`src/rtl/hni_rxrsp_q.sv`:
```
// HN-I RXRSP response queue: buffers RSP flits for hni_mshr, drops RespLCrdReturn, gates link credits.
// Optional same-cycle bypass to the MSHR when empty: define HNI_RXRSP_Q_BYPASS_EN.
`ifndef CHIE_RSP_FLIT_RANGE
`define CHIE_RSP_FLIT_RANGE 39:0
`endif
`ifndef CHIE_RSP_FLIT_OPCODE_RANGE
`define CHIE_RSP_FLIT_OPCODE_RANGE 15:12
`endif
`ifndef CHIE_RSP_FLIT_TXNID_RANGE
`define CHIE_RSP_FLIT_TXNID_RANGE 11:0
`endif

module hni_rxrsp_q #(
  parameter int unsigned DEPTH = 4,
  parameter int unsigned PTR_W = 2,
  parameter int unsigned CNT_W = 3
) (
  input  logic                                clk,
  input  logic                                rst,
  input  logic                                rxrsp_valid_s0,
  input  logic [`CHIE_RSP_FLIT_RANGE]         rxrspflit_s0,
  input  logic                                rxrsp_lcrdv,
  output logic                                rxrsp_crd_enable,
  output logic                                mshr_rsp_valid,
  input  logic                                mshr_rsp_ready,
  output logic [`CHIE_RSP_FLIT_RANGE]         mshr_rsp_flit,
  output logic [`CHIE_RSP_FLIT_OPCODE_RANGE]  mshr_rsp_opcode,
  output logic [`CHIE_RSP_FLIT_TXNID_RANGE]   mshr_rsp_txnid,
  output logic                                rxrsp_q_overflow
);

  typedef logic [`CHIE_RSP_FLIT_RANGE]        flit_t;
  typedef logic [`CHIE_RSP_FLIT_OPCODE_RANGE] opc_t;

  localparam opc_t            OPC_LCRD_RETURN = '0;
  localparam logic [CNT_W:0]  DEPTH_X         = (CNT_W+1)'(DEPTH);

  flit_t            mem_q [DEPTH];
  logic [PTR_W-1:0] wr_ptr_q, wr_ptr_d;
  logic [PTR_W-1:0] rd_ptr_q, rd_ptr_d;
  logic [CNT_W-1:0] occ_cnt_q, occ_cnt_d;
  logic [CNT_W-1:0] crd_out_cnt_q, crd_out_cnt_d;
  logic             crd_en_q, crd_en_d;
  logic             ovf_q, ovf_d;

  logic             is_rsp, stored_valid, full, deq, enq, bypass;
  logic [CNT_W:0]   occ_x, crd_x;
  flit_t            head;

  always_comb begin
    is_rsp       = rxrsp_valid_s0 && (opc_t'(rxrspflit_s0[`CHIE_RSP_FLIT_OPCODE_RANGE]) != OPC_LCRD_RETURN);
    stored_valid = (occ_cnt_q != '0);
    full         = ({1'b0, occ_cnt_q} == DEPTH_X);
    deq          = stored_valid && mshr_rsp_ready;
`ifdef HNI_RXRSP_Q_BYPASS_EN
    bypass       = !stored_valid && is_rsp && mshr_rsp_ready;
`else
    bypass       = 1'b0;
`endif
    // a full queue still accepts when the head leaves in the same cycle
    enq          = is_rsp && !bypass && (!full || deq);
  end

  always_comb begin
    wr_ptr_d = enq ? wr_ptr_q + PTR_W'(1) : wr_ptr_q;
    rd_ptr_d = deq ? rd_ptr_q + PTR_W'(1) : rd_ptr_q;

    occ_x = {1'b0, occ_cnt_q};
    if (enq && !deq)      occ_x = occ_x + (CNT_W+1)'(1);
    else if (!enq && deq) occ_x = occ_x - (CNT_W+1)'(1);
    occ_cnt_d = occ_x[CNT_W-1:0];

    crd_x = {1'b0, crd_out_cnt_q};
    if (rxrsp_lcrdv && !rxrsp_valid_s0 && (crd_x != DEPTH_X))
      crd_x = crd_x + (CNT_W+1)'(1);
    else if (!rxrsp_lcrdv && rxrsp_valid_s0 && (crd_x != '0))
      crd_x = crd_x - (CNT_W+1)'(1);
    crd_out_cnt_d = crd_x[CNT_W-1:0];

    // the enable_q term holds back the credit hni_rxrsp may issue next cycle
    crd_en_d = (DEPTH_X - occ_x) > (crd_x + {{CNT_W{1'b0}}, crd_en_q});
    ovf_d    = ovf_q || (is_rsp && full && !deq);
  end

  always_ff @(posedge clk or posedge rst) begin
    if (rst) begin
      wr_ptr_q      <= '0;
      rd_ptr_q      <= '0;
      occ_cnt_q     <= '0;
      crd_out_cnt_q <= '0;
      crd_en_q      <= 1'b0;
      ovf_q         <= 1'b0;
    end else begin
      wr_ptr_q      <= wr_ptr_d;
      rd_ptr_q      <= rd_ptr_d;
      occ_cnt_q     <= occ_cnt_d;
      crd_out_cnt_q <= crd_out_cnt_d;
      crd_en_q      <= crd_en_d;
      ovf_q         <= ovf_d;
    end
  end

  always_ff @(posedge clk) begin
    if (enq) mem_q[wr_ptr_q] <= rxrspflit_s0;
  end

  always_comb begin
    head = stored_valid ? mem_q[rd_ptr_q] : '0;
`ifdef HNI_RXRSP_Q_BYPASS_EN
    mshr_rsp_valid = stored_valid || bypass;
    mshr_rsp_flit  = bypass ? rxrspflit_s0 : head;
`else
    mshr_rsp_valid = stored_valid;
    mshr_rsp_flit  = head;
`endif
    mshr_rsp_opcode  = mshr_rsp_flit[`CHIE_RSP_FLIT_OPCODE_RANGE];
    mshr_rsp_txnid   = mshr_rsp_flit[`CHIE_RSP_FLIT_TXNID_RANGE];
    rxrsp_crd_enable = crd_en_q;
    rxrsp_q_overflow = ovf_q;
  end

endmodule

```
`config.mk`:
```
export PLATFORM = sky130hd
export DESIGN_NAME = hni_rxrsp_q
export DESIGN_NICKNAME = d
export VERILOG_FILES = /design/src/rtl/hni_rxrsp_q.sv
export SDC_FILE = /design/constraint.sdc
export NUM_CORES = 1
export LEC_CHECK = 0
export CAP_MARGIN = 25
export CORE_UTILIZATION = 49
export CTS_CLUSTER_DIAMETER = 50
export DETAILED_ROUTE_END_ITERATION = 12
export HOLD_SLACK_MARGIN = 0.15
export PLACE_DENSITY = 0.72
export SETUP_SLACK_MARGIN = 0.15
export SYNTH_ARGS = -nofsm -noshare
export SYNTH_HDL_FRONTEND = slang
export SYNTH_SLANG_ARGS = --single-unit
```
`constraint.sdc`:
```
create_clock -name clk -period 3.05 [get_ports clk]
set_input_delay 0.4575 -clock clk [delete_from_list [all_inputs] [get_ports clk]]
set_output_delay 0.4575 -clock clk [all_outputs]
set_load 0.05 [all_outputs]
```
==> metrics.txt <==
outcome=finished clean; clock skew=0.0168 ns; syn_area_per_cell=18.2 um^2; gr usage total=18.1%; crit path max fanout=2; Cells after Synth=400; DRT iter0 DRCs=304; post-synthesis adder-cell area fraction=2.92%; reg2reg setup slack=0.27 ns; final instance area=0.00922 mm^2; Max-Cap Viols=0; Post-DP Area=0.00852 mm^2; Syn Std Cell Area=0.00729 mm^2; crit path launch type=flop; number of port buffers=103; worst skew pair latency=0.42 ns; clock sink count=172; WP data required=3.34 ns; Layout Nets=578; Clock transition at path regs=0.07 ns; largest net degree at the start of global routing=43; sequential share of the synthesized area=70.0%; Worst Setup SP=occ_cnt_q[1]$_DFF_PP0_; Main synth FF type=edfxtp_1; most common cell after layout, fill and taps aside=edfxtp_1; Root Driver=clkbuf_16; minimum hold slack=0.382 ns; RSZ-0062 raised after global routing=false; post-synth top area cell=edfxtp_1; core area=0.0145 mm^2; mux contribution to synthesized area=12.5%; hpwl dp=8.14 mm; post-synth top area share=65.9%; Die W=124 um; Final Hold Viols=0; first-pass GRT wire length=20.0 mm; GP Congestion=0.835; FFs w/ async S/R, synth=6.98%; Final Cycle Share=91.1%; CTS Hold Bufs=0; Layout Area Growth over Synthesis=26.5%; final WL=13.2 mm; CP Capture Type=flop; maximum clock insertion buffer count=2; share of post-route cells with drive strength above 1=34.8%; most frequent cells in the layout=edfxtp_1, buf_4, clkdlybuf4s50_1; vias in the first global route=3915; Synthesis Warnings=0; CP arrival=3.07 ns; fillers=1021; Synth Net Count=462; initial antenna violation count=1; main combinational cell family by area after synthesis=multiplexers; grt ovf=0; Post-DRT Antenna Nets=0; main area contributors after synthesis=edfxtp_1, mux4_2, dfrtp_1, and2_1, ha_1; Yosys reg bits=172; worst min-delay path category=in2async; DIE HEIGHT=124 um; Post-Synth XOR/XNOR Area=0.961%; # H-tree levels=4; fin crit period=2.78 ns; Avg Vias per Cell=5.46; final setup fails=0; detailed-route via count=3893; Slew @ Worst Pin=0.537 ns; boundary pin count=104; Starting Density=50.2%; # rows=44; CTS Buf Count=17; worst r2r src=occ_cnt_q[1]$_DFF_PP0_; drt pass-1 iters=4; Slew Limit Fails=0; CTS tree=built; Synth Area in Simple Gates=7.09%; EDFF count, synth=160; Compound-Gate Fraction of Synth Area=3.14%; WS Path Type=reg2reg; Die Area=0.0154 mm^2; fmax=0.360 GHz; WL/cell=18.6 um; dpl cells=677; count of different cell masters after synthesis=49; # DRC=0; relative slew slack=64.1%; ant diodes=0; final non-filler cell total=713
final cells by class:
type | count | area (um^2) | area share [%]
Sequential cell | 172 | 5110 | 55.4
Multi-Input combinational cell | 180 | 2010 | 21.8
Timing Repair Buffer | 133 | 1200 | 13.0
Clock buffer | 23 | 468 | 5.07
Tap cell | 184 | 230 | 2.50
Clock inverter | 9 | 160 | 1.74
Inverter | 12 | 46.3 | 0.502
layer usage:
metal / GRT usage, % / share of wire [%] / up-vias / wire length, um
li1: - / - / 1784 / -
met1: 22.9 / 43 / 1995 / 5640
met2: 30.6 / 52 / 101 / 6840
met4: 5.43 / 0.80 / 2 / 106
met3: 4.85 / 4.8 / 11 / 638
met5: 0 / 0.076 / - / 10
path summary, 6_finish.rpt:
check | to | depth (start not counted)
max in group asynchronous | rd_ptr_q[1]$_DFFE_PP0N_ | 2
worst min-delay path | rxrsp_crd_enable$_DFF_PP0_ | 2
worst max-delay path | rxrsp_crd_enable$_DFF_PP0_ | 13
worst max register to register | rxrsp_crd_enable$_DFF_PP0_ | 13
worst min register to register | rxrsp_q_overflow$_DFF_PP0_ | 1
min in group clk | rxrsp_q_overflow$_DFF_PP0_ | 1
cells in the mapped netlist, types with 3 or more instances:
library cell / n
inv_1: 11
mux4_2: 40
nor2_1: 5
xnor2_1: 5
nand4_1: 3
nand3b_1: 3
clkbuf_1: 11
buf_4: 16
dfrtp_1: 12
nor2b_1: 5
buf_1: 4
xor2_1: 3
a21oi_1: 7
a31oi_1: 3
buf_2: 5
ha_1: 17
and2_1: 46
o21ai_0: 6
edfxtp_1: 160
nand2_1: 5
kinds of logic (layout without fill, tap and decap cells):
logic type / after synthesis / count (layout)
muxes: 41 / 41
buffers and inverters: 48 / 177
AOI/OAI and AO/OA: 30 / 30
xor gates and xnor gates: 8 / 8
and+or+nand+nor: 84 / 84
adders and majority gates: 17 / 17
DFF: 172 / 172
registers in the layout, summed over array words and instances (netlist names):
register	count
mem_q	160
crd_out_cnt_q	3
occ_cnt_q	3
rd_ptr_q	2
wr_ptr_q	2
rxrsp_crd_enable	1
rxrsp_q_overflow	1
worst max-delay path, cell delays in order, from the launching register on:
cell and delay [ns]:
dfrtp_1 0.40, inv_2 0.09, ha_4 0.14, mux2_4 0.29, and3_1 0.18, or4_4 0.54
clkinv_2 0.08, ha_4 0.20, ha_4 0.21, nor2b_2 0.14, o21ai_1 0.13, nand2b_1 0.08
a21oi_2 0.11, a41oi_1 0.05
per-stage QoR:
step / worst slack (ns) / TNS [ns] / util, %
detailed placement: -0.411 / -0.411 / 58.6
CTS: 0.164 / 0 / 63.1
floorplan: 0.171 / 0 / -
global route: 0.109 / 0 / 63.5
global placement: -0.331 / -0.331 / 58.6
finish: 0.273 / 0 / 63.5
what timing repair did:
action                                  4_1_cts  5_1_grt
resized for setup                             6       10
pin swaps                                     0        5
setup buffers                                 3        1
endpoints found under the setup margin        2        1
Power is left out: the tool's default activity adds up to more than one toggle a clock period on the data nets, which glitch-free logic cannot reach.
